==> src/rtl/pwm_seq.sv <==
// Duty-table sequencer feeding a pwm stream input. One entry per pwm period, repeated ctl_rep+1 times; one-shot or loop.
// Latency: str_dat updates the cycle after str_rdy (stop clears it the next cycle). Backpressure: only advances on str_rdy.
// Optional build macro PWM_SEQ_CLAMP_EN clamps played values to CCE.
module pwm_seq #(
  parameter int CCW = 4,
  parameter int CCE = 2**CCW-1,
  parameter int AW  = 4,
  parameter int RW  = 8
) (
  input  logic           clk,
  input  logic           rst,
  input  logic           cfg_we,
  input  logic [AW-1:0]  cfg_adr,
  input  logic [CCW-1:0] cfg_dat,
  input  logic           ctl_start,
  input  logic           ctl_stop,
  input  logic [AW-1:0]  ctl_len,
  input  logic [RW-1:0]  ctl_rep,
  input  logic           ctl_loop,
  output logic           sts_busy,
  output logic           sts_done,
  output logic [AW-1:0]  sts_ptr,
  output logic [CCW-1:0] str_dat,
  input  logic           str_rdy
);

  typedef enum logic [1:0] {IDLE, RUN, LAST} state_t;

`ifdef PWM_SEQ_CLAMP_EN
  localparam bit CLAMP = 1'b1;
`else
  localparam bit CLAMP = 1'b0;
`endif
  localparam logic [CCW-1:0] CCE_V = CCW'(CCE);

  state_t         state, state_nxt;
  logic [CCW-1:0] tbl [2**AW];
  logic [AW-1:0]  ptr, ptr_nxt, len_q, len_nxt;
  logic [RW-1:0]  rep_cnt, rep_cnt_nxt, rep_q, rep_nxt;
  logic           loop_q, loop_nxt;
  logic [CCW-1:0] rd_dat, ld_dat, dat_nxt;
  logic           done_nxt;

  // Table RAM: not reset; same-cycle read sees the old word.
  always_ff @(posedge clk) begin
    if (cfg_we) tbl[cfg_adr] <= cfg_dat;
  end

  assign rd_dat = tbl[ptr];
  assign ld_dat = (CLAMP && (rd_dat > CCE_V)) ? CCE_V : rd_dat;

  always_comb begin
    state_nxt   = state;
    ptr_nxt     = ptr;
    rep_cnt_nxt = rep_cnt;
    len_nxt     = len_q;
    rep_nxt     = rep_q;
    loop_nxt    = loop_q;
    dat_nxt     = str_dat;
    done_nxt    = 1'b0;
    case (state)
      IDLE: begin
        dat_nxt = '0;
        if (ctl_start && !ctl_stop) begin
          state_nxt   = RUN;
          ptr_nxt     = '0;
          rep_cnt_nxt = '0;
          len_nxt     = ctl_len;
          rep_nxt     = ctl_rep;
          loop_nxt    = ctl_loop;
        end
      end
      RUN: begin
        if (ctl_stop) begin
          state_nxt = IDLE;
          dat_nxt   = '0;
          done_nxt  = 1'b1;
        end else if (str_rdy) begin
          dat_nxt = ld_dat;
          if (rep_cnt < rep_q) begin
            rep_cnt_nxt = rep_cnt + RW'(1);
          end else begin
            rep_cnt_nxt = '0;
            if (ptr < len_q)  ptr_nxt   = ptr + AW'(1);
            else if (loop_q)  ptr_nxt   = '0;
            else              state_nxt = LAST;
          end
        end
      end
      LAST: begin
        // Final entry is playing; retire it at the next period boundary.
        if (ctl_stop || str_rdy) begin
          state_nxt = IDLE;
          dat_nxt   = '0;
          done_nxt  = 1'b1;
        end
      end
      default: begin
        state_nxt = IDLE;
        dat_nxt   = '0;
      end
    endcase
  end

  always_ff @(posedge clk) begin
    if (rst) begin
      state    <= IDLE;
      ptr      <= '0;
      rep_cnt  <= '0;
      len_q    <= '0;
      rep_q    <= '0;
      loop_q   <= 1'b0;
      str_dat  <= '0;
      sts_done <= 1'b0;
    end else begin
      state    <= state_nxt;
      ptr      <= ptr_nxt;
      rep_cnt  <= rep_cnt_nxt;
      len_q    <= len_nxt;
      rep_q    <= rep_nxt;
      loop_q   <= loop_nxt;
      str_dat  <= dat_nxt;
      sts_done <= done_nxt;
    end
  end

  assign sts_busy = (state != IDLE);
  assign sts_ptr  = ptr;

endmodule
==> config.mk <==
export PLATFORM = sky130hd
export DESIGN_NAME = pwm_seq
export DESIGN_NICKNAME = d
export VERILOG_FILES = /design/src/rtl/pwm_seq.sv
export SDC_FILE = /design/constraint.sdc
export NUM_CORES = 1
export LEC_CHECK = 0
export BUFFER_PORTS_ARGS = -buffer_cell sky130_fd_sc_hd__buf_2
export CAP_MARGIN = 15
export CORE_UTILIZATION = 59
export CTS_BUF_LIST = sky130_fd_sc_hd__clkbuf_16
export CTS_CLUSTER_DIAMETER = 100
export CTS_CLUSTER_SIZE = 25
export DETAILED_ROUTE_END_ITERATION = 12
export PLACE_DENSITY = 0.88
export SLEW_MARGIN = 20
export SYNTH_ARGS = -nofsm -noshare
export SYNTH_HDL_FRONTEND = slang
export SYNTH_SLANG_ARGS = --single-unit
==> constraint.sdc <==
create_clock -name clk -period 2.35 [get_ports clk]
set_clock_uncertainty 0.05 [all_clocks]
set_input_delay 0.3525 -clock clk [delete_from_list [all_inputs] [get_ports clk]]
set_output_delay 0.3525 -clock clk [all_outputs]
set_load 0.02 [all_outputs]
==> summary.md, run 1 <==
| Metric | Value |
|---|---|
| GPL Wtd Cong | `0.798` |
| # IOs | `37` |
| Critical path class | `reg -> reg` |
| # rows | `31` |
| Die height | `88.2 um` |
| Final number of hold-violating endpoints | `0` |
| Core Area | `7210 um^2` |
| Yosys reg bits | `100` |
| Worst setup EP type | `flop` |
| Grt total ovfl | `0` |
| Post-Synthesis Cells | `351` |
| CTS tree | `yes` |
| Switching power | `0.00110 W` |
| CTS Buf Count | `9` |
| Skew-Pair Late Insertion Delay | `0.34 ns` |
| Post-synth EDFFs | `64` |
| Commonest non-fill, non-tap cell in the layout | `edfxtp_1` |
| Sequential group share of total power | `0.490` |
| Longest Clk Path Bufs | `2` |
| Clk pwr share | `0.360` |
| Final wirelength | `8.94 mm` |
| Commonest cells after routing, fill and taps aside | `edfxtp_1 (64), nand2_1 (52), dfxtp_1 (36), buf_2 (36), nor2_1 (27)` |
| Kind of start point of the critical path | `flop` |
| DR vias | `2,944` |
| # hold bufs at CTS | `0` |
| Share of cells above drive strength 1 | `0.218` |
| First-pass GRT wire length | `14.1 mm` |
| Initial antenna violation count | `0` |
| Sw Ratio | `0.274` |
| Routed WL per cell | `18.1 um` |
| Pin count of the biggest net entering global routing | `27` |
| Final Max Slew Viols | `0` |
| Crit Path Max Fanout | `15` |
| Relative slew slack | `0.489` |
| GRT Overall Usage | `0.251` |
| Synth unique cells | `43` |
| Peak supply drop | `0.546 mV` |
| Worst-margin pin slew | `0.756 ns` |
| Final setup violation count | `0` |
| TritonCTS sink count | `100` |
| Period utilization | `0.942` |
| Htree depth | `3` |
| Pleak | `1.72 nW` |
| Syn. warnings | `0` |
| Min-delay worst type | `in -> reg` |
| Hold Slack | `0.201 ns` |
| Hpwl dp | `6.21 mm` |
| Vias per cell | `5.96` |
| 1st-pass router iterations | `5` |
| Port bufs | `36` |
| Area Overhead vs Synth | `13.1%` |
| WP data arrival | `2.42 ns` |
| Main synth FF type | `edfxtp_1` |
| Finished Cell Area | `4960 um^2` |
| Register area share after synthesis | `0.603` |
| Ant diodes | `0` |
| Mapped cell area | `4380 um^2` |
| Internal Power | `0.00291 W` |
| Comb pwr share | `0.150` |
| Post-Syn Nets | `393` |
| Power per cell area | `807 nW/um^2` |
| Final nets | `432` |
| Syn Area/Cell | `12.5 um^2` |
| CP required | `2.56 ns` |
| CTS clk-pin slew, worst paths | `0.07 ns` |
| Die width | `88.2 um` |
| Tmin final | `2.21 ns` |
| Clock Tree Root | `clkbuf_16` |
| Initial core utilization | `0.608` |
| DRC errors left | `0` |
| Async SR Flop Fraction | `0` |
| Post-DP Area | `4650 um^2` |
| DR iter-0 viols | `165` |
| RSZ-0062 raised after global routing | `false` |
| Setup TNS | `0 ns` |
| F_max | `452 MHz` |
| Vias in the first global route | `2,854` |
| Die area | `7780 um^2` |
| MaxCap Viol Count | `0` |
| Status | `complete, no violations` |
| Final ANT Viol Nets | `0` |
-- synthesized netlist by cell type, types with 5 or more instances --
library cell,instances,share of area
a21oi_1,22,0.025
nor2_1,27,0.023
ha_1,15,0.043
dfxtp_1,36,0.16
clkbuf_1,8,0.0068
nor3_1,8,0.0091
mux4_2,16,0.082
edfxtp_1,64,0.44
nand3_1,13,0.015
mux2i_1,10,0.023
nand2_1,52,0.045
inv_1,17,0.015
a31oi_1,5,0.0071
o21ai_0,8,0.0091
-- through the flow --
stage / total power, W / setup WS, ns / utilization / cells
final: 0.00400 / 0.136 / 0.687 / 494
after global placement: 0.00255 / 0.285 / 0.644 / 477
after global routing: 0.00414 / 0.00449 / 0.687 / 494
after detailed placement: 0.00258 / 0.175 / 0.644 / 477
after floorplan: 0.00244 / 0.297 / - / 351
after CTS: 0.00401 / 0.153 / 0.686 / 493
-- power by group through the flow --
stage | combinational [W] | clock, W | sequential (W)
floorplan | 0.000443 | 0 | 0.00200
global placement | 0.000555 | 0 | 0.00200
detailed placement | 0.000577 | 0 | 0.00200
CTS | 0.000585 | 0.00146 | 0.00196
global route | 0.000653 | 0.00152 | 0.00197
finish | 0.000599 | 0.00144 | 0.00196
-- per-layer routing --
metal	global-route usage	vias up	routed length [um]
met4	0.117	0	252
li1	-	1369	-
met2	0.437	131	4660
met3	0.0471	21	505
met1	0.303	1423	3530
met5	0	-	0
-- cells by family after synthesis --
family	count (synthesis)	share of synthesized area
AND/OR/NAND/NOR	129	0.142
flip-flops	100	0.603
AO/OA/AOI/OAI	49	0.0731
buffers and inverters	32	0.0340
multiplexers	26	0.105
adder cells (fa/ha/maj)	15	0.0428
-- path summary, 6_finish.rpt --
kind,from,end,slack (ns),cells after the start
hold / removal,ctl_rep[4],rep_q[4],0.20,3
setup reg to reg,state[1],flop,0.14,6
hold reg to reg,rep_q[2],rep_q[2],0.41,2
setup / recovery,state[1],flop,0.14,6
-- state kept, by name, summed over array words and instances, names as in the netlist, named ones only --
register and cells:
tbl 64, state 2, rep_cnt 8, str_dat 4, rep_q 8, len_q 4
sts_done 1, sts_ptr 4, loop_q 1
-- critical path, cell delays in order, from the launching register on --
cell and delay [ns]:
dfxtp_1 0.33, inv_1 0.09, ha_1 0.34, nor2_1 0.11
or4_4 0.65, nor3_2 0.31, mux2i_1 0.25
-- layout make-up --
type / count / area [um^2]
Tap cell: 99 / 124
Multi-Input combinational cell: 219 / 1590
Inverter: 17 / 63.8
Clock buffer: 9 / 225
Sequential cell: 100 / 2640
Clock inverter: 7 / 76.3
Timing Repair Buffer: 43 / 233
Fill cell: 521 / 2260
-- repair_timing --
action | 4_1_cts | 5_1_grt
resized for setup | 0 | 0
hold endpoints to repair | 0 | 0
endpoints found under the setup margin | 0 | 1
buffers inserted | 0 | 1
(Power assumes the default switching activity.)
==> run 2, diff against run 1 <==
Settings changed: ABC_AREA set to 1.
==> run 2 against run 1 <==
  * Fmax is 23% higher
  * Hold slack improved by 0.012 ns
  * Combinational power is 100% higher
  * Clock-buffer cell count is the same
  * Critical path depth increased by 4
  * First-iteration DRC count grew 93%
  * Clock power rose by 8%
  * Sequential power grew 7%
  * Utilization rose by 1.9 points
  * Final cell count grew 17%
  * Critical path type unchanged
==> summary.md, run 2 <==
| Metric | Value |
|---|---|
| Syn. warnings | `0 (unchanged)` |
| Synth cell count leaders | `nor2_1 (82), edfxtp_1 (64), nand2_1 (56)` |
| Commonest cells after routing, fill and taps aside | `nor2_1 (82), edfxtp_1 (64), nand2_1 (56), inv_1 (43)` |
| Register area share after synthesis | `0.605 (+0.00242)` |
| GRT Overall Usage | `0.259 (+0.00820)` |
| Skew-Pair Late Insertion Delay | `0.34 ns (about the same)` |
| Post-synth top area cell | `edfxtp_1` |
| Longest Clk Path Bufs | `2 (unchanged)` |
| Port bufs | `36 (unchanged)` |
| Post-Syn Nets | `483 (+23%)` |
| Worst hold path startpoint | `rst` |
| Most area-consuming cells after synthesis | `edfxtp_1 (44%), dfxtp_1 (17%), nor2_1 (7.0%)` |
| Final setup violation count | `0 (unchanged)` |
| Die height | `88.0 um (-0.19%)` |
| Register area | `2640 um^2 (unchanged)` |
| CP required | `2.55 ns (about the same)` |
| Worst R2R Setup Slack | `0.55 ns (+0.41 ns)` |
| Pleak | `1.92 nW (+12%)` |
| Post-CTS Resized | `0 (unchanged)` |
| Critical path class | `reg -> reg` |
| Switching power | `0.00153 W (+39%)` |
| MaxCap Viol Count | `0 (unchanged)` |
| Hpwl dp | `6.48 mm (+4.3%)` |
| Share of cells above drive strength 1 | `0.127 (-0.0912)` |
| Final nets | `519 (+20%)` |
| Top-count cell post-synth | `nor2_1` |
| Hold path depth | `2 (-1)` |
| Vias per cell | `5.63 (-5.6%)` |
| TritonCTS sink count | `100 (unchanged)` |
| Hold Slack | `0.213 ns (+0.0125 ns)` |
| Sw Ratio | `0.315 (+0.0408)` |
| Synth unique cells | `31 (-28%)` |
| F_max | `555 MHz (+23%)` |
| Final ANT Viol Nets | `0 (unchanged)` |
| Filler cells | `489 (-6.1%)` |
| Cell count of the worst reg-to-reg path | `10 (+4)` |
| RSZ-0062 raised after global routing | `false` |
| Initial core utilization | `0.625 (+0.0177)` |
| WP data arrival | `2.00 ns (-0.42 ns)` |
| Grt total ovfl | `0 (unchanged)` |
| Hold Crit Endpoint | `str_dat[3]` |
| DR vias | `3,252 (+10%)` |
| Syn Area/Cell | `9.90 um^2 (-21%)` |
| Reg with most FFs | `tbl` |
| Reg2reg start | `state[1]` |
| Pin count of the biggest net entering global routing | `33 (+22%)` |
| Async SR Flop Fraction | `0 (unchanged)` |
| Final number of hold-violating endpoints | `0 (unchanged)` |
| CTS clk-pin slew, worst paths | `0.07 ns (about the same)` |
| Relative slew slack | `0.589 (+0.100)` |
| DR iter-0 viols | `319 (+93%)` |
| Die width | `88.0 um (-0.19%)` |
| Comb pwr share | `0.248 (+0.098)` |
| Post-CTS Setup Repair Bufs | `0 (unchanged)` |
| Post-DP Area | `4610 um^2 (-0.86%)` |
| Initial antenna violation count | `0 (unchanged)` |
| Worst setup EP type | `flop` |
| Htree depth | `3 (unchanged)` |
| First-pass GRT wire length | `14.7 mm (+4.6%)` |
| CTS Buf Count | `9 (unchanged)` |
| Clk pwr share | `0.321 (-0.039)` |
| Status | `complete, no violations` |
| Yosys reg bits | `100 (unchanged)` |
| Layout Utilization | `0.706 (+0.0186)` |
| Clock Tree Root | `clkbuf_16` |
| Post-Synthesis Cells | `441 (+26%)` |
| Commonest non-fill, non-tap cell in the layout | `nor2_1` |
| Core Area | `6980 um^2 (-3.2%)` |
| Mapped cell area | `4370 um^2 (-0.40%)` |
| # rows | `30 (-3.2%)` |
| Multi-input logic area | `1480 um^2 (-7.1%)` |
| Final Max Slew Viols | `0 (unchanged)` |
| # IOs | `37 (unchanged)` |
| Ant diodes | `0 (unchanged)` |
| Post-synth EDFFs | `64 (unchanged)` |
| Worst-margin pin slew | `0.615 ns (-0.140 ns)` |
| Vias in the first global route | `3,128 (+9.6%)` |
| DRC errors left | `0 (unchanged)` |
| Power per cell area | `984 nW/um^2 (+22%)` |
| 1st-pass router iterations | `5 (unchanged)` |
| Period utilization | `0.767 (-0.175)` |
| Setup TNS | `0 ns (unchanged)` |
| Kind of start point of the critical path | `flop` |
| Top Registers | `tbl: 64 flops, rep_cnt: 8 flops, rep_q: 8 flops` |
| GPL Wtd Cong | `0.885 (+11%)` |
| Internal Power | `0.00332 W (+14%)` |
| CTS tree | `yes` |
| Finished Cell Area | `4930 um^2 (-0.61%)` |
| Die area | `7750 um^2 (-0.39%)` |
| # hold bufs at CTS | `0 (unchanged)` |
| Tmin final | `1.80 ns (-0.412 ns)` |
| Routed WL per cell | `16.3 um (-9.9%)` |
| Share of the synthesized area in the top cell type | `0.440 (+0.00176)` |
| Final wirelength | `9.43 mm (+5.5%)` |
| Crit Path Max Fanout | `7 (-8)` |
| Area Overhead vs Synth | `12.8%` |
| Max reg flops | `64 (unchanged)` |
| Main synth FF type | `edfxtp_1` |
| Peak supply drop | `0.746 mV (+37%)` |
| Sequential group share of total power | `0.431 (-0.059)` |
| Min-delay worst type | `in -> reg` |
## run 2: stage by stage
| step | power (W) | worst slack (ns) | instances |
|---|---|---|---|
| 3_3_place_gp | 0.00324 | 0.625 | 562 |
| 6_report | 0.00485 | 0.548 | 578 |
| 4_1_cts | 0.00484 | 0.546 | 578 |
| 3_5_place_dp | 0.00329 | 0.566 | 562 |
| 5_1_grt | 0.00509 | 0.376 | 578 |
| 2_1_floorplan | 0.00301 | 0.774 | 441 |
## run 2: power by group through the flow
stage | clock network (W) | logic, W | registers (W)
4_1_cts | 0.00156 | 0.00120 | 0.00209
5_1_grt | 0.00163 | 0.00137 | 0.00210
3_3_place_gp | 0 | 0.00112 | 0.00212
3_5_place_dp | 0 | 0.00116 | 0.00213
6_report | 0.00156 | 0.00120 | 0.00209
2_1_floorplan | 0 | 0.000897 | 0.00212
## run 2: critical path, stage by stage, from the launching register on
cell and delay [ns]:
dfxtp_1 0.32, inv_1 0.10, ha_1 0.27, nand2_1 0.10, o21ai_1 0.11, nand3_2 0.20
inv_4 0.15, nand3_4 0.11, nand2_1 0.08, nand2_1 0.04, nor2_1 0.19
## run 2: area by class of cell
cell class | count | area share
clock inverters | 7 | 0.0190
repair buffers | 39 | 0.0411
inverters | 43 | 0.0333
flip-flops and latches | 100 | 0.536
multi-input cells | 284 | 0.300
clock buffers | 9 | 0.0457
well taps | 96 | 0.0244
## run 2: cell families after synthesis
group           count (synthesis)  share of synthesized area
fa+ha+maj                      15                     0.0430
compound gates                 95                      0.119
buf+inv                        57                     0.0562
mux                             1                    0.00229
flops                         100                      0.605
simple gates                  166                      0.161
xor+xnor                        7                     0.0140
## run 2: how the worst max path moves through the flow
| stage | start | endpoint |
|---|---|---|
| 2_1_floorplan | sts_ptr[3] | flop |
| 4_1_cts | state[1] | flop |
| 6_report | state[1] | flop |
| 3_5_place_dp | state[1] | flop |
| 5_1_grt | state[1] | state[0] |
| 3_3_place_gp | state[1] | flop |
## run 2: layer usage
| metal | GRT usage | vias to the layer above | routed length (um) |
|---|---|---|---|
| met5 | 0 | - | 0 |
| met2 | 0.443 | 144 | 4680 |
| met3 | 0.0566 | 17 | 646 |
| met1 | 0.326 | 1517 | 3940 |
| met4 | 0.0982 | 0 | 163 |
| li1 | - | 1574 | - |
